<file path="src/rtl/seq_divider_32_16.sv">
// Iterative radix-2 restoring divider, 32-bit dividend / 16-bit divisor, valid/ready handshake.
// Define SIGNED_DIV_EN for two's-complement operands (adds a sign-fix state after the iterations).
module seq_divider_32_16 #(
    parameter int DVD_W = 32,
    parameter int DVS_W = 16,
    parameter int CNT_W = 6
) (
    input  logic             clk,
    input  logic             rst_n,
    input  logic             in_valid,
    output logic             in_ready,
    input  logic [DVD_W-1:0] dividend,
    input  logic [DVS_W-1:0] divisor,
    output logic             out_valid,
    input  logic             out_ready,
    output logic [DVD_W-1:0] quotient,
    output logic [DVS_W-1:0] remainder,
    output logic             div_zero
);

    typedef enum logic [1:0] {
        IDLE = 2'd0,
        RUN  = 2'd1,
`ifdef SIGNED_DIV_EN
        FIX  = 2'd2,
`endif
        DONE = 2'd3
    } state_t;

    // Trial subtract a - b as a ripple-carry add of ~b with carry-in 1; returns {no_borrow, diff}.
    function automatic logic [DVS_W:0] trial_sub(input logic [DVS_W:0] a, input logic [DVS_W-1:0] b);
        logic [DVS_W:0]   nb;
        logic [DVS_W-1:0] diff;
        logic             c;
        logic             s;
        nb   = {1'b1, ~b};
        diff = {DVS_W{1'b0}};
        c    = 1'b1;
        for (int i = 0; i <= DVS_W; i++) begin
            s = a[i] ^ nb[i] ^ c;
            c = (a[i] & nb[i]) | (a[i] & c) | (nb[i] & c);
            if (i < DVS_W) begin
                diff[i] = s;
            end else begin
                diff = diff;
            end
        end
        return {c, diff};
    endfunction

    state_t           state_r, state_n;
    logic [CNT_W-1:0] cnt_r, cnt_n;
    logic [DVD_W-1:0] q_r, q_n;
    logic [DVS_W-1:0] rem_r, rem_n;
    logic [DVS_W-1:0] dvs_r, dvs_n;
    logic             dz_r, dz_n;
    logic             in_ready_r, in_ready_n;
    logic             out_valid_r, out_valid_n;
    logic [DVD_W-1:0] quotient_r, quotient_n;
    logic [DVS_W-1:0] remainder_r, remainder_n;
    logic             div_zero_r, div_zero_n;
    logic [DVS_W:0]   trial_s;
`ifdef SIGNED_DIV_EN
    logic             neg_q_r, neg_q_n;
    logic             neg_r_r, neg_r_n;
`endif

    assign in_ready  = in_ready_r;
    assign out_valid = out_valid_r;
    assign quotient  = quotient_r;
    assign remainder = remainder_r;
    assign div_zero  = div_zero_r;

    // Next-state, datapath and output-register logic.
    always_comb begin
        state_n     = state_r;
        cnt_n       = cnt_r;
        q_n         = q_r;
        rem_n       = rem_r;
        dvs_n       = dvs_r;
        dz_n        = dz_r;
        out_valid_n = out_valid_r;
        quotient_n  = quotient_r;
        remainder_n = remainder_r;
        div_zero_n  = div_zero_r;
`ifdef SIGNED_DIV_EN
        neg_q_n     = neg_q_r;
        neg_r_n     = neg_r_r;
`endif
        trial_s     = trial_sub({rem_r, q_r[DVD_W-1]}, dvs_r);

        case (state_r)
            IDLE: begin
                if (in_valid) begin
                    cnt_n = {CNT_W{1'b0}};
                    dz_n  = (divisor == {DVS_W{1'b0}});
                    if (divisor == {DVS_W{1'b0}}) begin
                        q_n     = {DVD_W{1'b1}};
                        rem_n   = dividend[DVS_W-1:0];
                        dvs_n   = divisor;
                        state_n = DONE;
                    end else begin
                        rem_n   = {DVS_W{1'b0}};
`ifdef SIGNED_DIV_EN
                        q_n     = dividend[DVD_W-1] ? (~dividend + DVD_W'(1)) : dividend;
                        dvs_n   = divisor[DVS_W-1] ? (~divisor + DVS_W'(1)) : divisor;
                        neg_q_n = dividend[DVD_W-1] ^ divisor[DVS_W-1];
                        neg_r_n = dividend[DVD_W-1];
`else
                        q_n     = dividend;
                        dvs_n   = divisor;
`endif
                        state_n = RUN;
                    end
                end else begin
                    state_n = IDLE;
                end
            end
            RUN: begin
                // A restored remainder is below the divisor, so the shifted value fits in DVS_W bits.
                if (trial_s[DVS_W]) begin
                    rem_n = trial_s[DVS_W-1:0];
                end else begin
                    rem_n = {rem_r[DVS_W-2:0], q_r[DVD_W-1]};
                end
                q_n   = {q_r[DVD_W-2:0], trial_s[DVS_W]};
                cnt_n = cnt_r + CNT_W'(1);
                if (cnt_r == CNT_W'(DVD_W - 1)) begin
`ifdef SIGNED_DIV_EN
                    state_n = FIX;
`else
                    state_n = DONE;
`endif
                end else begin
                    state_n = RUN;
                end
            end
`ifdef SIGNED_DIV_EN
            FIX: begin
                q_n     = neg_q_r ? (~q_r + DVD_W'(1)) : q_r;
                rem_n   = neg_r_r ? (~rem_r + DVS_W'(1)) : rem_r;
                state_n = DONE;
            end
`endif
            DONE: begin
                // First DONE cycle publishes the result; later cycles wait for the consumer.
                if (!out_valid_r) begin
                    out_valid_n = 1'b1;
                    quotient_n  = q_r;
                    remainder_n = rem_r;
                    div_zero_n  = dz_r;
                end else if (out_ready) begin
                    out_valid_n = 1'b0;
                    state_n     = IDLE;
                end else begin
                    state_n = DONE;
                end
            end
            default: begin
                state_n     = IDLE;
                out_valid_n = 1'b0;
            end
        endcase

        in_ready_n = (state_n == IDLE);
    end

    // State and datapath registers; reset aborts any division in progress.
    always_ff @(posedge clk or negedge rst_n) begin
        if (!rst_n) begin
            state_r     <= IDLE;
            cnt_r       <= {CNT_W{1'b0}};
            q_r         <= {DVD_W{1'b0}};
            rem_r       <= {DVS_W{1'b0}};
            dvs_r       <= {DVS_W{1'b0}};
            dz_r        <= 1'b0;
            in_ready_r  <= 1'b0;
            out_valid_r <= 1'b0;
            quotient_r  <= {DVD_W{1'b0}};
            remainder_r <= {DVS_W{1'b0}};
            div_zero_r  <= 1'b0;
`ifdef SIGNED_DIV_EN
            neg_q_r     <= 1'b0;
            neg_r_r     <= 1'b0;
`endif
        end else begin
            state_r     <= state_n;
            cnt_r       <= cnt_n;
            q_r         <= q_n;
            rem_r       <= rem_n;
            dvs_r       <= dvs_n;
            dz_r        <= dz_n;
            in_ready_r  <= in_ready_n;
            out_valid_r <= out_valid_n;
            quotient_r  <= quotient_n;
            remainder_r <= remainder_n;
            div_zero_r  <= div_zero_n;
`ifdef SIGNED_DIV_EN
            neg_q_r     <= neg_q_n;
            neg_r_r     <= neg_r_n;
`endif
        end
    end

endmodule

</file>
<file path="config.mk">
export PLATFORM = sky130hd
export DESIGN_NAME = seq_divider_32_16
export DESIGN_NICKNAME = d
export VERILOG_FILES = /design/src/rtl/seq_divider_32_16.sv
export SDC_FILE = /design/constraint.sdc
export NUM_CORES = 1
export LEC_CHECK = 0
export ABC_AREA = 1
export BUFFER_PORTS_ARGS = -buffer_cell sky130_fd_sc_hd__buf_2
export CAP_MARGIN = 5
export CORE_ASPECT_RATIO = 1.4
export CORE_UTILIZATION = 50
export CTS_CLUSTER_SIZE = 24
export DETAILED_ROUTE_END_ITERATION = 10
export GPL_ROUTABILITY_DRIVEN = 0
export PLACE_DENSITY = 0.83
export SLEW_MARGIN = 30
export SYNTH_ARGS = -nofsm -noshare
export SYNTH_HDL_FRONTEND = slang
export SYNTH_SLANG_ARGS = --single-unit
</file>
<file path="constraint.sdc">
create_clock -name clk -period 10.1 [get_ports clk]
set_clock_uncertainty 0.15 [all_clocks]
set_input_delay 1.01 -clock clk [delete_from_list [all_inputs] [get_ports clk]]
set_output_delay 1.01 -clock clk [all_outputs]
set_load 0.01 [all_outputs]
</file>
# Word-level counts from Yosys, hierarchy flattened
# Cells that the tools add are included.
# totals
register_bits	124
out_inout_bits	51
word_cells	157
# op_classes
n_bitwise	115
n_reduce_logical	8
eq_ne	4
n_mux	18
addsub	1
# op_table
cell	count
32-bit two-way mux	2
32-bit case mux with 2 select lines	1
16-bit two-way mux	3
1-bit bitwise AND	47
1-bit OR	34
16-bit case mux with 2 select lines	1
1-bit bitwise XOR	31
16-bit logical NOT	1
16-bit inverter	1
6-bit case mux with 2 select lines	1
2-bit two-way mux	5
6-bit by 1-bit adder with 6-bit output (second input constant)	1
6-bit by 5-bit equality test with 1-bit output (second input constant)	1
6-bit two-way mux	1
2-bit case mux with 3 select lines	1
2-bit AND reduction	3
2-bit logical NOT	2
2-bit by 1-bit equality test with 1-bit output (second input constant)	1
2-bit equality test (second input constant)	1
1-bit two-way mux	2
2-bit != test (second input constant)	1
1-bit inverter	2
1-bit case mux with 2 select lines	1
2-bit nonzero test	1
2-bit OR reduction	1

# Logic depth before layout (Yosys ltp)
# Gate-level depths: netlist of the first run.
# depth
depth_word	54
ltp_mapped	26
depth_no_buf	25

# Least setup slack after synthesis of the first run
# OpenSTA, ideal clock, no wires.
# synth_timing
path_kind	reg-to-reg
start	reg q_r[31]
end	reg rem_r[5]
required_time_ns	9.830
t_arrival_ns	6.726
n_path_buf	1
period_less_slack_ns	6.996
stages_incl_launch_ff	27
path_slack_ns	3.104
setup_ns	0.120
path_cell_list	dfrtp_1 > inv_1 > ha_1 > fa_1 > fa_1 > fa_1 > fa_1 > fa_1 > fa_1 > fa_1 > fa_1 > fa_1 > fa_1 > fa_1 > fa_1 > fa_1 > fa_1 > inv_1 > fa_1 > inv_1 > nand2_1 > buf_2 > nand2_1 > nand3_1 > nand2_1 > inv_1 > a21oi_1
# synth_via
elab_chain_cells	53
elab_cells_between_ends	69
classes_between	2 x mux; 67 x bitwise
# synth_lines
element	line_no	source
from (decl)	53	logic [DVD_W-1:0] q_r, q_n;
from (signal assigned)	173	q_r <= {DVD_W{1'b0}};
from (signal assigned)	189	q_r <= q_n;
1-bit bitwise AND	41	c = (a[i] & nb[i]) | (a[i] & c) | (nb[i] & c);
1-bit OR (*) (2 in a row)	41	
1-bit bitwise AND	41	
1-bit OR	41	
1-bit OR (*)	41	
1-bit bitwise AND	41	
1-bit OR	41	
1-bit OR (*)	41	
[... 33 more ...]	--	
1-bit bitwise AND	41	
1-bit OR (2 in a row)	41	
1-bit bitwise AND	41	
1-bit OR (2 in a row)	41	
1-bit bitwise AND	41	
1-bit OR (2 in a row)	41	
16-bit two-way mux (*)	121	if (trial_s[DVS_W]) begin
16-bit case mux with 2 select lines (*)	92	case (state_r)
to (signal assigned)	174	rem_r <= {DVS_W{1'b0}};
to (signal assigned)	190	rem_r <= rem_n;
to (decl)	54	logic [DVS_W-1:0] rem_r, rem_n;
# Every way passes the cells marked *; elsewhere a longest branch is shown, timed or not.
# A chain may end at the register's enable or synchronous reset.

# Final worst setup path of the first run
# layout_timing
start	reg q_r[31]
end	reg rem_r[4]
# layout_via
elab_chain_cells	53
elab_cells_between_ends	69
classes_between	2 x mux; 67 x bitwise
# layout_lines
element	line_no
1-bit bitwise AND	41
1-bit OR (*) (2 in a row)	41
1-bit bitwise AND	41
1-bit OR	41
1-bit OR (*)	41
1-bit bitwise AND	41
1-bit OR	41
1-bit OR (*)	41
[... 33 more ...]	--
1-bit bitwise AND	41
1-bit OR (2 in a row)	41
1-bit bitwise AND	41
1-bit OR (2 in a row)	41
1-bit bitwise AND	41
1-bit OR (2 in a row)	41
16-bit two-way mux (*)	121
16-bit case mux with 2 select lines (*)	92
# Marked as above.

==> summary.md, run 1 <==
| Metric | Value |
|---|---|
| Number of buffers added by the clock tree synthesis step | 17 |
| #FFs+latches synth | 124 |
| Total half-perimeter wirelength after legalization and detailed placement | 9.14 mm |
| Die Outline Area | 12200 um2 |
| Maximum number of pins on one net before global-route repair | 76 |
| Count of cells along the worst register-to-register path | 25 |
| Yosys top cell by area | dfrtp_1 |
| CTS H-Tree Depth | 4 |
| Max transition margin | 39.5% |
| Total clock sinks | 124 |
| Number of diodes added for antenna fixing | 0 |
| Die Span Y | 130 um |
| CTS clock-pin slew for the worst setup and hold paths | 50 ps |
| Crit path max fanout | 16 |
| Core region area | 11400 um2 |
| Start point of the critical path | q_r[31] |
| Global-route wire length before repair | 23.3 mm |
| Ratio of routed vias to standard cells | 5.24 |
| Ratio of cells with drive above 1 in the final layout | 20.4% |
| Measured slew at the worst slew-check pin | 906 ps |
| Sequential-to-total area share from yosys stat | 52.7% |
| Top area cells in the synthesized netlist | dfrtp_1 (53%), nand2_1 (12%), fa_1 (5.1%) |
| Maximum clock frequency | 0.132 GHz |
| Count of cells resized by post-cts repair | 0 |
| Synthesized area | 5890 um2 |
| Final Net Count | 832 |
| Launching element type of the critical path | flip-flop |
| Endpoint arrival time on the critical path | 7720 ps |
| Buffers inserted by post-CTS timing repair | 0 |
| Leading cell type by number of instances after synthesis | nand2_1 |
| Data required time at the worst endpoint | 10250 ps |
| Count of flip-flops with a built-in enable after synthesis | 0 |
| Clock tree from TritonCTS | yes |
| Iteration-0 DRC count of the detailed router | 384 |
| Commonest cells post-synth | nand2_1 (196), dfrtp_1 (124), inv_1 (79) |
| Mapped Avg Cell Area | 8.71 um2 |
| Area occupied by multi-input gates | 2290 um2 |
| Clock root buffer | clkbuf_16 |
| Depth of the worst hold-timing path | 2 |
| Total negative setup slack | 0 ps |
| I/O pin total | 103 |
| Die extent in x | 93.7 um |
| Wire length per cell | 15.1 um |
| Run status | finished clean |
| Number of standard cells in the layout, taps in and fillers out | 920 |
| Most used flip-flop cell after synthesis | dfrtp_1 |
| Area taken by flip-flops and latches | 3100 um2 |
| Hold Buf Count CTS | 0 |
| Beginning of the worst register-to-register path | q_r[31] |
| Final hold violations | 0 |
| Power density normalized to cell area | 365 nW/um2 |
| Syn_nets | 745 |
| Power consumption | 2.56 mW |
| Number of placement rows | 46 |
| Maximum Capacitance Violations | 0 |
| Area share of the largest cell type after synthesis | 52.7% |
| Synth warn | 0 |
| Shortest clock period the worst path allows after layout | 7580 ps |
| Critical path class | reg2reg |
| Path category of the worst min-delay check | reg2reg |
| Via count of the first global-routing pass | 4849 |
| Effective utilization at floorplan | 51.7% |
| Maximum ir drop on the vdd rail | 0.172 mV |
| All-layer global routing usage | 25.2% |
| Number of cells produced by synthesis | 676 |
| Terminus of the critical flop-to-flop path | rem_r[4] |
| Unrepaired setup endpoints after global routing | false |
| Final setup violation count | 0 |
| Capturing element type of the critical path | flip-flop |
| Initial antenna violation count | 0 |
| Insertion delay to the later sink of the worst-skew pair | 420 ps |
| Filler cell count in the final layout | 986 |
| Synth-to-layout area growth | 19.3% |
| R2R Setup Slk | 2520 ps |
| PortBufs | 102 |
| Startpoint of the worst hold path | remainder[8] |
| Total number of vias | 4824 |
| DRC violations left | 0 |
| Count of cell types in the netlist | 25 |
| CTS max path bufs | 2 |
| Drt pass-1 iters | 5 |
| Post-route ant nets | 0 |
| Async set-or-reset flop fraction in the synthesized netlist | 100% |
| Congestion Overflow GR | 0 |
| Destination of the worst hold path | remainder[8] |
| Total Routed Length | 13.8 mm |
| Cell total after placement | 888 |
| Tcrit/Tclk final | 75.0% |
| Leakage dissipation | 3.75 nW |
| Final slew viol count | 0 |
## how the worst max path moves through the flow
stage,endpoint,depth (start not counted)
2_1_floorplan,rem_r[5],26
3_3_place_gp,rem_r[14],25
3_5_place_dp,rem_r[12],25
4_1_cts,rem_r[4],25
5_1_grt,rem_r[4],25
6_report,rem_r[4],25
## critical path, cell delays in order (launching register included)
cell and delay [ps]:
dfrtp_1 340, inv_1 70, ha_1 200, fa_1 380
fa_1 400, fa_1 400, fa_1 410, fa_1 420
fa_1 400, fa_1 390, fa_1 390, fa_1 410
fa_1 400, fa_1 390, fa_1 380, fa_1 390
fa_1 370, inv_1 80, fa_1 190, inv_1 50
nand2_1 390, nand2_1 100, nand3_1 100, nand2_1 80
inv_1 80, a21oi_1 70
## where the power goes
| part | total [mW] | internal (mW) | switching, mW |
|---|---|---|---|
| Sequential | 0.865 | 0.731 | 0.134 |
| Combinational | 1.06 | 0.418 | 0.645 |
| Clock | 0.636 | 0.416 | 0.221 |
## flip-flops by register name (all words and copies together) (netlist names)
signal,count
q_r,32
quotient,32
dvs_r,16
rem_r,16
remainder,16
cnt_r,6
state_r,2
div_zero,1
dz_r,1
in_ready,1
out_valid,1
## metal layers
layer,vias to the layer above,track usage [%],wire [um]
met5,-,0,0
met4,0,10.0,325
met3,31,8.85,1000
met2,169,41.7,6900
met1,2310,29.9,5620
li1,2314,-,-
## final cells by class
cell class	count	area share, %
repair buffers	104	7.57
clock buffers	19	6.31
inverters	81	4.33
multi-input cells	435	32.6
well taps	144	2.57
flip-flops and latches	124	44.2
clock inverters	13	2.46
## kinds of logic after synthesis
group                    Yosys count  synth area share, %
flip-flops                       124                 52.7
AO/OA/AOI/OAI                     91                 8.52
buffers and inverters            117                 8.54
AND/OR/NAND/NOR                  312                 21.8
adder cells (fa/ha/maj)           17                 5.53
multiplexers                      15                 2.87
## placed cells by master, fill, tap and decap left out
cell type	instances
a21oi_1	20
a22o_1	1
buf_2	101
buf_4	2
buf_6	1
bufinv_16	4
clkbuf_1	1
clkbuf_16	17
clkbuf_8	1
clkinv_2	6
clkinvlp_4	3
dfrtp_1	124
fa_1	15
ha_1	2
inv_1	79
inv_2	2
mux2_2	15
nand2_1	195
nand2_2	1
nand2_4	1
nand3_1	37
nand3_2	1
nand4_1	16
nor2_1	57
nor2_2	1
nor2_4	2
nor3_1	1
o211ai_1	14
o21ai_0	51
o22ai_1	4
o31ai_1	1
## metrics by stage
step | setup WS, ps | util, % | hold WS (ps) | cell area [um2]
finish | 2520 | 61.6 | 326 | 7020
global route | 2210 | 61.6 | 355 | 7020
CTS | 2570 | 61.6 | 333 | 7010
detailed placement | 2650 | 56.1 | 319 | 6400
global placement | 2760 | 56.1 | 312 | 6400
floorplan | 3100 | - | 303 | 5890
No activity file was read; power rests on OpenSTA's default activity.
==> run 2, diff against run 1 <==
==> constraint.sdc (replaced) <==
create_clock -name clk -period 7.25 [get_ports clk]
set_clock_uncertainty 0.15 [all_clocks]
set_input_delay 0.725 -clock clk [delete_from_list [all_inputs] [get_ports clk]]
set_output_delay 0.725 -clock clk [all_outputs]
set_load 0.01 [all_outputs]
==> run 2 against run 1 <==
Compared with the run above: worst hold slack got worse by 160 ps; core utilization rose by 0.26 points; critical endpoint is now rem_r[9]; largest power group unchanged; global-route usage is 0.52 points lower; sequential power grew 40%; count of clock-buffer cells in the layout up 6; highest routed layer unchanged.
==> summary.md, run 2 (synthesis gave the netlist of run 1 again) <==
| Metric | Value |
|---|---|
| Run status | finished clean |
| Count of cells along the worst register-to-register path | 26 (+4.0%) |
| Ratio of routed vias to standard cells | 5.27 (+0.45%) |
| Number of diodes added for antenna fixing | 0 (unchanged) |
| Data required time at the worst endpoint | 7390 ps (-2860 ps) |
| DRC violations left | 0 (unchanged) |
| Max transition margin | 38.5% (-0.97 points) |
| Commonest non-fill, non-tap cells in the layout | nand2_1 (195), dfrtp_1 (124), buf_2 (101), inv_1 (79), nor2_1 (57) |
| Final hold violations | 0 (unchanged) |
| Total Routed Length | 13.8 mm (-0.68%) |
| R2R Setup Slk | 310 ps (-2220 ps) |
| Placed instance area | 6420 um2 (+0.31%) |
| Via count of the first global-routing pass | 4723 (-2.6%) |
| Path category of the worst min-delay check | in2async |
| Sw Ratio | 38.5% (-0.53 points) |
| Ratio of cells with drive above 1 in the final layout | 21.1% (+0.75 points) |
| Drt pass-1 iters | 7 (+2) |
| Post-route ant nets | 0 (unchanged) |
| Worst hold slack across all endpoints | 165 ps (-161 ps) |
| Net switching power | 1.38 mW (+38%) |
| Number of placement rows | 46 (unchanged) |
| Sequential share of power | 33.9% (+0.2 points) |
| PortBufs | 102 (unchanged) |
| Global-route wire length before repair | 22.7 mm (-2.6%) |
| Total half-perimeter wirelength after legalization and detailed placement | 9.30 mm (+1.8%) |
| Logic gate share of total power | 41.9% (+0.4 points) |
| Leakage dissipation | 3.75 nW (+0.11%) |
| Wire length per cell | 14.9 um (-0.79%) |
| Design internal power | 2.20 mW (+41%) |
| Most common cell after layout, fill and taps aside | nand2_1 |
| Crit path max fanout | 16 (unchanged) |
| Clock tree from TritonCTS | yes |
| Insertion delay to the later sink of the worst-skew pair | 410 ps (about the same) |
| Critical path class | reg2reg |
| Shortest clock period the worst path allows after layout | 6940 ps (-633 ps) |
| Total clock sinks | 124 (unchanged) |
| CTS clock-pin slew for the worst setup and hold paths | 50 ps (about the same) |
| Maximum clock frequency | 0.144 GHz (+9.1%) |
| Measured slew at the worst slew-check pin | 920 ps (+13.6 ps) |
| Maximum Capacitance Violations | 0 (unchanged) |
| Portion of total power attributed to the clock network | 24.2% (-0.6 points) |
| Effective utilization at floorplan | 51.7% (unchanged) |
| Synth-to-layout area growth | 19.8% |
| Clock root buffer | clkbuf_16 |
| Terminus of the critical flop-to-flop path | rem_r[9] |
| Number of buffers added by the clock tree synthesis step | 17 (unchanged) |
| Core region area | 11400 um2 (unchanged) |
| CTS H-Tree Depth | 4 (unchanged) |
| Iteration-0 DRC count of the detailed router | 431 (+12%) |
| Maximum ir drop on the vdd rail | 0.296 mV (+72%) |
| Initial antenna violation count | 0 (unchanged) |
| Total number of vias | 4851 (+0.56%) |
| Final setup violation count | 0 (unchanged) |
| All-layer global routing usage | 24.6% (-0.52 points) |
| Launching element type of the critical path | flip-flop |
| I/O pin total | 103 (unchanged) |
| Tcrit/Tclk final | 95.8% (+21 points) |
| Final slew viol count | 0 (unchanged) |
| CTS max path bufs | 2 (unchanged) |
| Die extent in x | 93.7 um (unchanged) |
| Power density normalized to cell area | 507 nW/um2 (+39%) |
| Die Outline Area | 12200 um2 (unchanged) |
| Congestion Overflow GR | 0 (unchanged) |
| Beginning of the worst register-to-register path | q_r[31] |
| Die Span Y | 130 um (unchanged) |
| Capturing element type of the critical path | flip-flop |
| Utilization of the core after routing | 61.9% (+0.26 points) |
| Total negative setup slack | 0 ps (unchanged) |
| Unrepaired setup endpoints after global routing | false |
| Endpoint arrival time on the critical path | 7090 ps (-630 ps) |
| Non-Filler Cell Area, Final | 7050 um2 (+0.43%) |
| Maximum number of pins on one net before global-route repair | 79 (+3.9%) |
| Final Net Count | 833 (+0.12%) |
run 2: cell types whose count changed in the layout (fill, tap and decap cells not counted):
cell	previous run	this run
buf_12	0	1
bufinv_16	4	3
clkbuf_1	1	4
clkbuf_8	1	4
clkinv_2	6	4
clkinvlp_4	3	0
fa_1	15	7
fa_2	0	8
run 2: how the worst max path moves through the flow:
stage	startpoint	endpoint	slack, ps	cells after the start
finish	q_r[31]	rem_r[9]	310	26
global route	q_r[31]	rem_r[9]	30	26
CTS	q_r[31]	rem_r[9]	30	26
detailed placement	q_r[31]	rem_r[12]	-40	26
global placement	q_r[31]	rem_r[10]	130	26
floorplan	q_r[31]	rem_r[5]	250	26
run 2: layout make-up:
cell class | instances | area (um2)
clock buffers | 25 | 495
multi-input cells | 435 | 2310
fillers | 964 | 4340
well taps | 144 | 180
repair buffers | 105 | 552
clock inverters | 7 | 110
inverters | 81 | 304
flip-flops and latches | 124 | 3100
run 2: repair_timing:
action                                  in CTS  in global routing
resized for setup                            2                  6
hold buffers                                 0                  0
setup buffers                                0                  0
endpoints found under the setup margin      16                 17
run 2: per-stage QoR:
stage	total power [mW]	std cells	worst slack, ps
final	3.58	921	307
after global routing	3.88	921	34.6
after CTS	3.58	921	33.6
after detailed placement	2.68	889	-42.4
after global placement	2.61	889	131
after floorplan	2.28	676	254
run 2: power groups by stage:
stage / sequential [mW] / clock, mW / combinational (mW)
floorplan: 1.23 / 0 / 1.05
global placement: 1.20 / 0 / 1.41
detailed placement: 1.21 / 0 / 1.47
CTS: 1.21 / 0.876 / 1.49
global route: 1.25 / 0.909 / 1.73
finish: 1.21 / 0.866 / 1.50
run 2: critical path: stages (launching register included):
cell and delay [ps]:
dfrtp_1 340, inv_1 60, ha_1 210, fa_1 390
fa_2 360, fa_2 360, fa_2 360, fa_2 350
fa_1 390, fa_1 400, fa_2 350, fa_1 390
fa_2 350, fa_1 380, fa_2 350, fa_2 350
fa_1 360, inv_1 80, fa_1 190, inv_1 40
nand2_1 90, buf_12 150, nand2_1 50, nand3_1 70
nand2_1 80, inv_1 90, a21oi_1 60
run 2: per-layer routing:
metal  vias to the layer above  GRT usage [%]  share of wire, %
met4                         0           9.77               2.5
li1                       2322              -                 -
met3                        30           7.00               6.2
met2                       168           41.3                52
met1                      2331           30.0                40
met5                         -              0                 0
==> run 3, diff against run 2 <==
--- a/config.mk
+++ b/config.mk
@@ -13,8 +13,9 @@
 export CTS_CLUSTER_SIZE = 24
 export DETAILED_ROUTE_END_ITERATION = 10
 export GPL_ROUTABILITY_DRIVEN = 0
+export GPL_TIMING_DRIVEN = 0
 export PLACE_DENSITY = 0.83
-export SLEW_MARGIN = 30
+export SLEW_MARGIN = 15
 export SYNTH_ARGS = -nofsm -noshare
 export SYNTH_HDL_FRONTEND = slang
 export SYNTH_SLANG_ARGS = --single-unit
==> run 3 against run 2 <==
Compared with the run above: routed wire length is 11% higher; clock power about the same; design area grew 3.1%; largest cell class unchanged.
==> summary.md, run 3 (synthesis gave the netlist of run 1 again) <==
| Metric | Value |
|---|---|
| Clock tree from TritonCTS | yes |
| Maximum Capacitance Violations | 0 (unchanged) |
| Leakage dissipation | 3.88 nW (+3.3%) |
| Maximum clock frequency | 0.142 GHz (-1.2%) |
| Total clock sinks | 124 (unchanged) |
| Final Worst Setup Slack | 221 ps (-86.4 ps) |
| Most common cell after layout, fill and taps aside | nand2_1 |
| Shortest clock period the worst path allows after layout | 7030 ps (+86.4 ps) |
| Sw Ratio | 39.2% (+0.71 points) |
| Total Routed Length | 15.3 mm (+11%) |
| Number of buffers added by the clock tree synthesis step | 17 (unchanged) |
| Clock root buffer | clkbuf_16 |
| Most prevalent standard cell on the critical path | fa_2 |
| Effective utilization at floorplan | 51.7% (unchanged) |
| Insertion delay to the later sink of the worst-skew pair | 410 ps (about the same) |
| Die extent in x | 93.7 um (unchanged) |
| Tcrit/Tclk final | 97.0% (+1.2 points) |
| PortBufs | 102 (unchanged) |
| Max transition margin | 49.5% (+11 points) |
| Final setup violation count | 0 (unchanged) |
| Congestion Overflow GR | 0 (unchanged) |
| Synth-to-layout area growth | 23.5% |
| Total half-perimeter wirelength after legalization and detailed placement | 10.8 mm (+16%) |
| Ratio of routed vias to standard cells | 5.33 (+1.1%) |
| Number of placement rows | 46 (unchanged) |
| Core region area | 11400 um2 (unchanged) |
| Via count of the first global-routing pass | 5154 (+9.1%) |
| CTS H-Tree Depth | 4 (unchanged) |
| Net switching power | 1.45 mW (+5.7%) |
| Final slew viol count | 0 (unchanged) |
| Die Outline Area | 12200 um2 (unchanged) |
| Path category of the worst min-delay check | in2async |
| Launching element type of the critical path | flip-flop |
| Sequential share of power | 32.6% (-1.3 points) |
| CTS clock-pin slew for the worst setup and hold paths | 50 ps (about the same) |
| Run status | finished clean |
| Final hold violations | 0 (unchanged) |
| All-layer global routing usage | 27.2% (+2.5 points) |
| Power density normalized to cell area | 511 nW/um2 (+0.66%) |
| Critical Path Max Stage Delay | 400 ps (about the same) |
| Total negative setup slack | 0 ps (unchanged) |
| Ratio of cells with drive above 1 in the final layout | 23.6% (+2.5 points) |
| Library cell contributing the largest single delay on the critical path | fa_1 |
| Measured slew at the worst slew-check pin | 757 ps (-163 ps) |
| Portion of total power attributed to the clock network | 23.4% (-0.8 points) |
| Commonest non-fill, non-tap cells in the layout | nand2_1 (195), dfrtp_1 (124), buf_2 (120), inv_1 (79), nor2_1 (57) |
| Maximum number of pins on one net before global-route repair | 89 (+13%) |
| I/O pin total | 103 (unchanged) |
| Post-route ant nets | 0 (unchanged) |
| Endpoint arrival time on the critical path | 7170 ps (+80 ps) |
| Design internal power | 2.26 mW (+2.6%) |
| CTS max path bufs | 2 (unchanged) |
| Crit path max fanout | 5 (-11) |
| Number of standard cells in the layout, taps in and fillers out | 956 (+3.8%) |
| Capturing element type of the critical path | flip-flop |
| Wire length per cell | 16.0 um (+7.1%) |
| Filler cell count in the final layout | 928 (-3.7%) |
| Maximum ir drop on the vdd rail | 0.257 mV (-13%) |
| Critical path class | reg2reg |
| Hold Buf Count CTS | 0 (unchanged) |
| DRC violations left | 0 (unchanged) |
| Unrepaired setup endpoints after global routing | false |
| Number of diodes added for antenna fixing | 0 (unchanged) |
| Die Span Y | 130 um (unchanged) |
| Iteration-0 DRC count of the detailed router | 469 (+8.8%) |
| Initial antenna violation count | 0 (unchanged) |
| Power consumption | 3.71 mW (+3.8%) |
| Logic gate share of total power | 44.0% (+2.1 points) |
| Final Net Count | 868 (+4.2%) |
| Global-route wire length before repair | 25.0 mm (+10%) |
| Cell total after placement | 923 (+3.8%) |
| Dpl ws | -259 ps (-216 ps) |
| Data required time at the worst endpoint | 7390 ps (about the same) |
| Total number of vias | 5092 (+5.0%) |
| Drt pass-1 iters | 6 (-1) |
[run 3: cell types whose count changed in the layout (fill, tap and decap cells not counted), sizes merged]
| cell | previous run | this run |
|---|---|---|
| clkbuf | 25 | 34 |
| buf | 105 | 131 |
[run 3: path summary, 6_finish.rpt]
check / from / to / slack (ps) / depth (start not counted)
worst max-delay path: q_r[31] / rem_r[2] / 220 / 26
worst max register to register: q_r[31] / rem_r[2] / 220 / 26
min in group clk: remainder[12] / remainder[12] / 330 / 2
worst min-delay path: rst_n / quotient[28] / 50 / 1
worst min register to register: remainder[12] / remainder[12] / 330 / 2
max in group asynchronous: rst_n / rem_r[11] / 6120 / 2
[run 3: area by class of cell]
type	instances	area, um2	share of cell area (%)
sequential	124	3100	42.7
multi-input combinational	435	2310	31.8
timing repair buffer	105	559	7.69
clock buffer	25	495	6.82
inverter	81	304	4.18
buffer	35	204	2.81
tap	144	180	2.48
clock inverter	7	110	1.51
[run 3: power by group through the flow]
stage / registers (mW) / clock network, mW / logic, mW
2_1_floorplan: 1.23 / 0 / 1.05
3_5_place_dp: 1.21 / 0 / 1.54
5_1_grt: 1.25 / 0.901 / 1.85
4_1_cts: 1.21 / 0.869 / 1.60
6_report: 1.21 / 0.867 / 1.63
3_3_place_gp: 1.20 / 0 / 1.47
[run 3: through the flow]
stage               hold WS, ps  utilization (%)  instance area, um2
finish                     54.7             63.8                7270
global route               73.6             63.8                7270
CTS                        66.0             63.5                7240
detailed placement          319             58.0                6610
global placement            313             57.7                6580
floorplan                   279                -                5890
[run 3: timing repair]
item                       4_1_cts  5_1_grt
setup buffers                    0        2
pin swaps                        0        2
setup endpoints to repair       17       17
resized for setup                8        8
[run 3: critical path, delay by kind of cell, from the launching register on]
| kind | cells | cell delay, ps |
|---|---|---|
| and+or+nand+nor | 4 | 310 |
| AOI/OAI and AO/OA | 1 | 60 |
| DFF | 1 | 340 |
| buffers and inverters | 5 | 420 |
| adders and majority gates | 16 | 5630 |
[run 3: routing by layer]
layer  track usage, %  vias to the layer above  part of all wire (%)
met4             12.6                        0                   3.5
met1             30.8                     2453                    38
met5                0                        -                     0
met2             47.0                      210                    52
li1                 -                     2384                     -
met3             8.10                       45                   7.1
